<file path="src/rtl/multicycle_controller_if.sv">
// Control/status bundle between the multicycle RV32I datapath and its controller.
// The controller takes the slave view; the datapath (or a bench) takes the master view.
interface multicycle_controller_if #(
    parameter int unsigned ALUCTRL_W = 3,
    parameter int unsigned INSTRET_W = 32
);
    logic [6:0]           i_op;
    logic [2:0]           i_funct3;
    logic                 i_funct7b5;
    logic                 i_zero;

    logic                 o_pcWrite;
    logic                 o_adrSrc;
    logic                 o_memWrite;
    logic                 o_irWrite;
    logic [1:0]           o_resultSrc;
    logic [1:0]           o_aluSrcA;
    logic [1:0]           o_aluSrcB;
    logic [ALUCTRL_W-1:0] o_aluControl;
    logic [1:0]           o_immSrc;
    logic                 o_regWrite;
    logic                 o_illegal;
    logic [INSTRET_W-1:0] o_instret;

    modport slave (
        input  i_op, i_funct3, i_funct7b5, i_zero,
        output o_pcWrite, o_adrSrc, o_memWrite, o_irWrite, o_resultSrc,
               o_aluSrcA, o_aluSrcB, o_aluControl, o_immSrc, o_regWrite,
               o_illegal, o_instret
    );

    modport master (
        output i_op, i_funct3, i_funct7b5, i_zero,
        input  o_pcWrite, o_adrSrc, o_memWrite, o_irWrite, o_resultSrc,
               o_aluSrcA, o_aluSrcB, o_aluControl, o_immSrc, o_regWrite,
               o_illegal, o_instret
    );
endinterface

</file>
<file path="src/rtl/multicycle_controller.sv">
// Moore-FSM control unit for the multicycle RV32I datapath (lw, sw, R, I-ALU, beq, jal).
// Optional: define MULTICYCLE_CTRL_BNE_EN to let funct3=001 in the branch state act as bne.
module multicycle_controller #(
    parameter int unsigned ALUCTRL_W = 3,
    parameter int unsigned INSTRET_W = 32
) (
    input  logic                    i_clk,
    input  logic                    i_arst,
    multicycle_controller_if.slave  ctrl
);

    localparam logic [6:0] OP_LW    = 7'b0000011;
    localparam logic [6:0] OP_SW    = 7'b0100011;
    localparam logic [6:0] OP_RTYPE = 7'b0110011;
    localparam logic [6:0] OP_ITYPE = 7'b0010011;
    localparam logic [6:0] OP_BEQ   = 7'b1100011;
    localparam logic [6:0] OP_JAL   = 7'b1101111;

    typedef enum logic [3:0] {
        FETCH,
        DECODE,
        MEMADR,
        MEMREAD,
        MEMWB,
        MEMWRITE,
        EXECUTER,
        EXECUTEI,
        ALUWB,
        JAL,
        BEQ
    } state_t;

    typedef enum logic [2:0] {
        ALU_ADD = 3'd0,
        ALU_SUB = 3'd1,
        ALU_AND = 3'd2,
        ALU_OR  = 3'd3,
        ALU_SLT = 3'd5
    } alu_fn_t;

    state_t state;
    state_t state_nxt;

    logic       pc_update;
    logic       branch;
    logic       branch_taken;
    logic [1:0] alu_op;
    logic       adr_src;
    logic       mem_write;
    logic       ir_write;
    logic [1:0] result_src;
    logic [1:0] alu_src_a;
    logic [1:0] alu_src_b;
    logic       reg_write;
    logic       illegal;

    alu_fn_t              alu_fn;
    logic [ALUCTRL_W-1:0] alu_control;
    logic [1:0]           imm_src;
    logic [INSTRET_W-1:0] instret;
    logic                 retire;

    always_ff @(posedge i_clk or posedge i_arst) begin
        if (i_arst) begin
            state <= FETCH;
        end else begin
            state <= state_nxt;
        end
    end

    always_comb begin
        state_nxt  = FETCH;
        pc_update  = 1'b0;
        branch     = 1'b0;
        alu_op     = 2'b00;
        adr_src    = 1'b0;
        mem_write  = 1'b0;
        ir_write   = 1'b0;
        result_src = 2'b00;
        alu_src_a  = 2'b00;
        alu_src_b  = 2'b00;
        reg_write  = 1'b0;
        illegal    = 1'b0;

        case (state)
            FETCH: begin
                ir_write   = 1'b1;
                alu_src_b  = 2'b10;
                result_src = 2'b10;
                pc_update  = 1'b1;
                state_nxt  = DECODE;
            end
            DECODE: begin
                alu_src_a = 2'b01;
                alu_src_b = 2'b01;
                case (ctrl.i_op)
                    OP_LW, OP_SW: state_nxt = MEMADR;
                    OP_RTYPE:     state_nxt = EXECUTER;
                    OP_ITYPE:     state_nxt = EXECUTEI;
                    OP_BEQ:       state_nxt = BEQ;
                    OP_JAL:       state_nxt = JAL;
                    default: begin
                        state_nxt = FETCH;
                        illegal   = 1'b1;
                    end
                endcase
            end
            MEMADR: begin
                alu_src_a = 2'b10;
                alu_src_b = 2'b01;
                state_nxt = (ctrl.i_op == OP_LW) ? MEMREAD : MEMWRITE;
            end
            MEMREAD: begin
                adr_src   = 1'b1;
                state_nxt = MEMWB;
            end
            MEMWB: begin
                result_src = 2'b01;
                reg_write  = 1'b1;
                state_nxt  = FETCH;
            end
            MEMWRITE: begin
                adr_src   = 1'b1;
                mem_write = 1'b1;
                state_nxt = FETCH;
            end
            EXECUTER: begin
                alu_src_a = 2'b10;
                alu_op    = 2'b10;
                state_nxt = ALUWB;
            end
            EXECUTEI: begin
                alu_src_a = 2'b10;
                alu_src_b = 2'b01;
                alu_op    = 2'b10;
                state_nxt = ALUWB;
            end
            ALUWB: begin
                reg_write = 1'b1;
                state_nxt = FETCH;
            end
            JAL: begin
                alu_src_a = 2'b01;
                alu_src_b = 2'b10;
                pc_update = 1'b1;
                state_nxt = ALUWB;
            end
            BEQ: begin
                alu_src_a = 2'b10;
                alu_op    = 2'b01;
                branch    = 1'b1;
                state_nxt = FETCH;
            end
            default: state_nxt = FETCH;
        endcase
    end

`ifdef MULTICYCLE_CTRL_BNE_EN
    assign branch_taken = ctrl.i_zero ^ (ctrl.i_funct3 == 3'b001);
`else
    assign branch_taken = ctrl.i_zero;
`endif

    // aluOp 11 never occurs; it falls into the funct3 decode like 10.
    always_comb begin
        alu_fn = ALU_ADD;
        case (alu_op)
            2'b00: alu_fn = ALU_ADD;
            2'b01: alu_fn = ALU_SUB;
            default: begin
                case (ctrl.i_funct3)
                    3'b000:  alu_fn = (ctrl.i_op[5] & ctrl.i_funct7b5) ? ALU_SUB : ALU_ADD;
                    3'b010:  alu_fn = ALU_SLT;
                    3'b110:  alu_fn = ALU_OR;
                    3'b111:  alu_fn = ALU_AND;
                    default: alu_fn = ALU_ADD;
                endcase
            end
        endcase
    end

    always_comb begin
        alu_control      = '0;
        alu_control[2:0] = alu_fn;
    end

    always_comb begin
        case (ctrl.i_op)
            OP_SW:   imm_src = 2'b01;
            OP_BEQ:  imm_src = 2'b10;
            OP_JAL:  imm_src = 2'b11;
            default: imm_src = 2'b00;
        endcase
    end

    // Every retiring state returns to FETCH unconditionally, so the state alone marks retirement.
    assign retire = (state == MEMWB) || (state == MEMWRITE) ||
                    (state == ALUWB) || (state == BEQ);

    always_ff @(posedge i_clk or posedge i_arst) begin
        if (i_arst) begin
            instret <= '0;
        end else if (retire) begin
            instret <= instret + INSTRET_W'(1);
        end
    end

    assign ctrl.o_pcWrite    = pc_update | (branch & branch_taken);
    assign ctrl.o_adrSrc     = adr_src;
    assign ctrl.o_memWrite   = mem_write;
    assign ctrl.o_irWrite    = ir_write;
    assign ctrl.o_resultSrc  = result_src;
    assign ctrl.o_aluSrcA    = alu_src_a;
    assign ctrl.o_aluSrcB    = alu_src_b;
    assign ctrl.o_aluControl = alu_control;
    assign ctrl.o_immSrc     = imm_src;
    assign ctrl.o_regWrite   = reg_write;
    assign ctrl.o_illegal    = illegal;
    assign ctrl.o_instret    = instret;

endmodule
</file>
<file path="src/flat_wrapper.sv">
// flat-port wrapper written by rule: the top's interface ports become plain ports
module multicycle_controller_flat 
#(
    parameter int unsigned ALUCTRL_W = 3,
    parameter int unsigned INSTRET_W = 32
)
  (i_clk, i_arst, ctrl_i_op, ctrl_i_funct3, ctrl_i_funct7b5, ctrl_i_zero, ctrl_o_pcWrite, ctrl_o_adrSrc, ctrl_o_memWrite, ctrl_o_irWrite, ctrl_o_resultSrc, ctrl_o_aluSrcA, ctrl_o_aluSrcB, ctrl_o_aluControl, ctrl_o_immSrc, ctrl_o_regWrite, ctrl_o_illegal, ctrl_o_instret);
  multicycle_controller_if #(.ALUCTRL_W(ALUCTRL_W), .INSTRET_W(INSTRET_W)) ctrl_i ();
  input  logic i_clk;
  input  logic i_arst;
  input wire logic [$bits(ctrl_i.i_op)-1:0] ctrl_i_op;
  input wire logic [$bits(ctrl_i.i_funct3)-1:0] ctrl_i_funct3;
  input wire logic [$bits(ctrl_i.i_funct7b5)-1:0] ctrl_i_funct7b5;
  input wire logic [$bits(ctrl_i.i_zero)-1:0] ctrl_i_zero;
  output wire logic [$bits(ctrl_i.o_pcWrite)-1:0] ctrl_o_pcWrite;
  output wire logic [$bits(ctrl_i.o_adrSrc)-1:0] ctrl_o_adrSrc;
  output wire logic [$bits(ctrl_i.o_memWrite)-1:0] ctrl_o_memWrite;
  output wire logic [$bits(ctrl_i.o_irWrite)-1:0] ctrl_o_irWrite;
  output wire logic [$bits(ctrl_i.o_resultSrc)-1:0] ctrl_o_resultSrc;
  output wire logic [$bits(ctrl_i.o_aluSrcA)-1:0] ctrl_o_aluSrcA;
  output wire logic [$bits(ctrl_i.o_aluSrcB)-1:0] ctrl_o_aluSrcB;
  output wire logic [$bits(ctrl_i.o_aluControl)-1:0] ctrl_o_aluControl;
  output wire logic [$bits(ctrl_i.o_immSrc)-1:0] ctrl_o_immSrc;
  output wire logic [$bits(ctrl_i.o_regWrite)-1:0] ctrl_o_regWrite;
  output wire logic [$bits(ctrl_i.o_illegal)-1:0] ctrl_o_illegal;
  output wire logic [$bits(ctrl_i.o_instret)-1:0] ctrl_o_instret;
  assign ctrl_i.i_op = ctrl_i_op;
  assign ctrl_i.i_funct3 = ctrl_i_funct3;
  assign ctrl_i.i_funct7b5 = ctrl_i_funct7b5;
  assign ctrl_i.i_zero = ctrl_i_zero;
  assign ctrl_o_pcWrite = ctrl_i.o_pcWrite;
  assign ctrl_o_adrSrc = ctrl_i.o_adrSrc;
  assign ctrl_o_memWrite = ctrl_i.o_memWrite;
  assign ctrl_o_irWrite = ctrl_i.o_irWrite;
  assign ctrl_o_resultSrc = ctrl_i.o_resultSrc;
  assign ctrl_o_aluSrcA = ctrl_i.o_aluSrcA;
  assign ctrl_o_aluSrcB = ctrl_i.o_aluSrcB;
  assign ctrl_o_aluControl = ctrl_i.o_aluControl;
  assign ctrl_o_immSrc = ctrl_i.o_immSrc;
  assign ctrl_o_regWrite = ctrl_i.o_regWrite;
  assign ctrl_o_illegal = ctrl_i.o_illegal;
  assign ctrl_o_instret = ctrl_i.o_instret;
  multicycle_controller #(.ALUCTRL_W(ALUCTRL_W), .INSTRET_W(INSTRET_W)) u_core (.i_clk(i_clk), .i_arst(i_arst), .ctrl(ctrl_i));
endmodule
</file>
<file path="config.mk">
export PLATFORM = sky130hd
export DESIGN_NAME = multicycle_controller_flat
export DESIGN_NICKNAME = d
export VERILOG_FILES = /design/src/rtl/multicycle_controller_if.sv /design/src/rtl/multicycle_controller.sv /design/src/flat_wrapper.sv
export SDC_FILE = /design/constraint.sdc
export NUM_CORES = 1
export LEC_CHECK = 0
export CAP_MARGIN = 30
export CORE_AREA = 4 4 75 77
export CTS_CLUSTER_DIAMETER = 30
export DETAILED_ROUTE_END_ITERATION = 8
export DIE_AREA = 0 0 79 81
export PLACE_DENSITY = 0.71
export SLEW_MARGIN = 10
export SYNTH_ARGS = -nofsm -noshare
export SYNTH_HDL_FRONTEND = slang
export SYNTH_SLANG_ARGS = --single-unit
</file>
<file path="constraint.sdc">
create_clock -name i_clk -period 1.66 [get_ports i_clk]
set_clock_uncertainty 0.05 [all_clocks]
set_input_delay 0.415 -clock i_clk [delete_from_list [all_inputs] [get_ports i_clk]]
set_output_delay 0.415 -clock i_clk [all_outputs]
set_load 0.05 [all_outputs]
</file>
==> impl_metrics.ini <==
[status]
status = finished with violations
violations = negative setup slack

[sta]
finalHoldViolCount = 0
final-setup-viol-count = 46
finalCritPeriodShare = 1.21
slew_violations = 0
rsz0062_at_grt = true
finalCriticalPeriod_ns = 2.01
worst_slack_ns = -0.347
worst_pin_slew_ns = 0.343
tns_ns = -7.05
max_clock_freq_mhz = 498
relSlewSlack = 0.770
timing.hold.ws_ns = 0.440

[logic_synthesis]
seq_area_frac_synth = 0.445
synth_cell_types = 40
syn_avg_cell_area_um2 = 10.1
synth.area.top_cells = dfrtp_1, xnor2_1, xor2_1, nor3_1, nand3_1
synth_cells = 201
synth.net_count = 216
ys_seq_elements = 36
synth_top_area_frac = 0.445
syn_area_um2 = 2020
ys_warn_count = 0
yosys.area.top_type = dfrtp_1

[clock_tree]
cts_tree = built
clkSinkCount = 36
cts.reportedPaths.clkPinSlew_ns = 0.08
htree_num_levels = 2
cts_inserted_buffers = 5
cts_buffer_depth = 2
clk-insertion-delay-late_ns = 0.30
cts_hold_buf = 0
root_buffer = clkbuf_8

[place]
place.gp.congestion = 0.757
post_dp_cell_area_um2 = 3670
post-dp-hpwl_um = 4180
io_buffers = 62

[floorplanning]
die_w_um = 79
io_pins = 63
die_y_um = 81
core_area_um2 = 5010
dieArea_um2 = 6400
initial_core_util = 0.404
rows = 26

[power]
powerDensity_nw_per_um2 = 879
p_leak_nw = 1.85
vdd_drop_max_uv = 653

[critical_path]
cp-start-kind = register
rr_worst_depth = 7
r2r-start = u_core.state[3]
critical_path_class = reg2out
worstPathRequired_ns = 1.19
worstReg2RegEnd = u_core.ctrl.o_instret[14]
reg2reg_slack_ns = -0.17
cp-startpoint = u_core.state[2]
setup.worst_path.end_class = output pin
cp_max_fo = 8
crit_arrival_ns = 1.54

[global_route]
grt_max_degree = 37
grt_pass1_vias = 2131
grt-ovfl-total = 0
grt_util_all_layers = 0.204
antenna_found_initial = 0
grt_pass1_wl_um = 10400

[layout]
final_cell_area_um2 = 4310
areaGrowthSynthToFinish_pct = 113
final_nets = 342
fin_util = 0.861
final_layout_size_suffix_gt1_frac = 0.671
final_cell_mix = buf_12, buf_4, dfrtp_2
fillers = 227
n_antenna_cell = 0
final_common_cell = buf_12

[drt]
vias = 2167
ant_nets = 0
drt_wl_total_um = 8180
drc = 0
routedWlPerCell_um = 20.5
first_iter_violations = 123
first_pass_iters = 4
vias_per_cell = 5.44

[min_path]
hp-class = in2async

[run]
cap_violations = 0
per-stage QoR:
stage	setup WS [ns]	instances	power, mW
4_1_cts	-0.295	385	3.54
3_3_place_gp	-0.469	368	2.74
6_report	-0.347	398	3.79
2_1_floorplan	-0.348	201	1.96
3_5_place_dp	-0.500	368	2.77
5_1_grt	-0.424	398	3.92
cells by family after synthesis:
kind of cell	count (synthesis)	synth area share
AOI/OAI and AO/OA	18	0.0680
adders and majority gates	1	0.00618
muxes	1	0.00556
xor gates and xnor gates	35	0.151
and+or+nand+nor	94	0.284
DFF	36	0.445
buffers and inverters	16	0.0402
where the power goes:
part | internal [mW] | leakage [nW] | switching (mW)
sequential | 0.939 | 0.457 | 0.101
clock | 0.331 | 0.0510 | 0.332
combinational | 1.01 | 1.34 | 1.07
registers in the layout, summed over array words and instances (netlist names):
| name | count |
|---|---|
| u_core.state | 4 |
| u_core.ctrl.o_instret | 32 |
metal layers:
metal / vias to the layer above / GRT usage / wire length (um)
met5: - / 0 / 0
met1: 1115 / 0.257 / 3240
met2: 70 / 0.350 / 4410
li1: 965 / - / -
met3: 17 / 0.0499 / 345
met4: 0 / 0.0601 / 187
cells in the mapped netlist:
master / count
dfrtp_1: 36
xnor2_1: 25
nor3_1: 14
nand2_1: 11
nand3_1: 11
nor2_1: 10
xor2_1: 10
and3_1: 8
nand4_1: 7
and2_1: 6
inv_1: 5
nor2b_1: 5
nor4_1: 5
and4_1: 4
clkbuf_1: 4
a21oi_1: 3
a31oi_1: 3
buf_4: 3
nand2b_1: 3
o21a_1: 3
and4bb_2: 2
buf_2: 2
nor3b_2: 2
o2111ai_2: 2
o21ai_0: 2
a21boi_0: 1
a22oi_1: 1
a41oi_1: 1
and3b_1: 1
and4_2: 1
buf_1: 1
buf_6: 1
ha_1: 1
mux2_2: 1
nand4_4: 1
nor4_2: 1
nor4bb_1: 1
o211a_1: 1
o31ai_1: 1
or4b_1: 1
critical path, cell delays in order (launching register included):
cell and delay (ns):
dfrtp_2 0.49, buf_6 0.13, nand2b_4 0.07, nor3_1 0.22, o21a_1 0.19, buf_12 0.14
area by class of cell:
| cell class | count | area [um2] | share of cell area |
|---|---|---|---|
| clock inverters | 2 | 10.0 | 0.00232 |
| multi-input cells | 150 | 1460 | 0.339 |
| inverters | 5 | 18.8 | 0.00435 |
| repair buffers | 129 | 1720 | 0.399 |
| flip-flops and latches | 36 | 931 | 0.216 |
| clock buffers | 6 | 82.6 | 0.0192 |
| well taps | 70 | 87.6 | 0.0203 |
worst max path at each step:
stage | end | slack, ns | depth (start not counted)
global placement | ctrl_o_illegal | -0.47 | 6
detailed placement | ctrl_o_illegal | -0.50 | 6
finish | ctrl_o_aluControl[0] | -0.35 | 5
global route | ctrl_o_aluControl[0] | -0.42 | 5
floorplan | ctrl_o_resultSrc[1] | -0.35 | 4
CTS | ctrl_o_irWrite | -0.29 | 4
timing repair:
item,4_1_cts,5_1_grt
setup buffers,9,10
gates resized for setup,88,33
pin swaps,22,20
endpoints found under the setup margin,36,48
gates cloned,0,3
No activity file was read; power rests on OpenSTA's default activity.
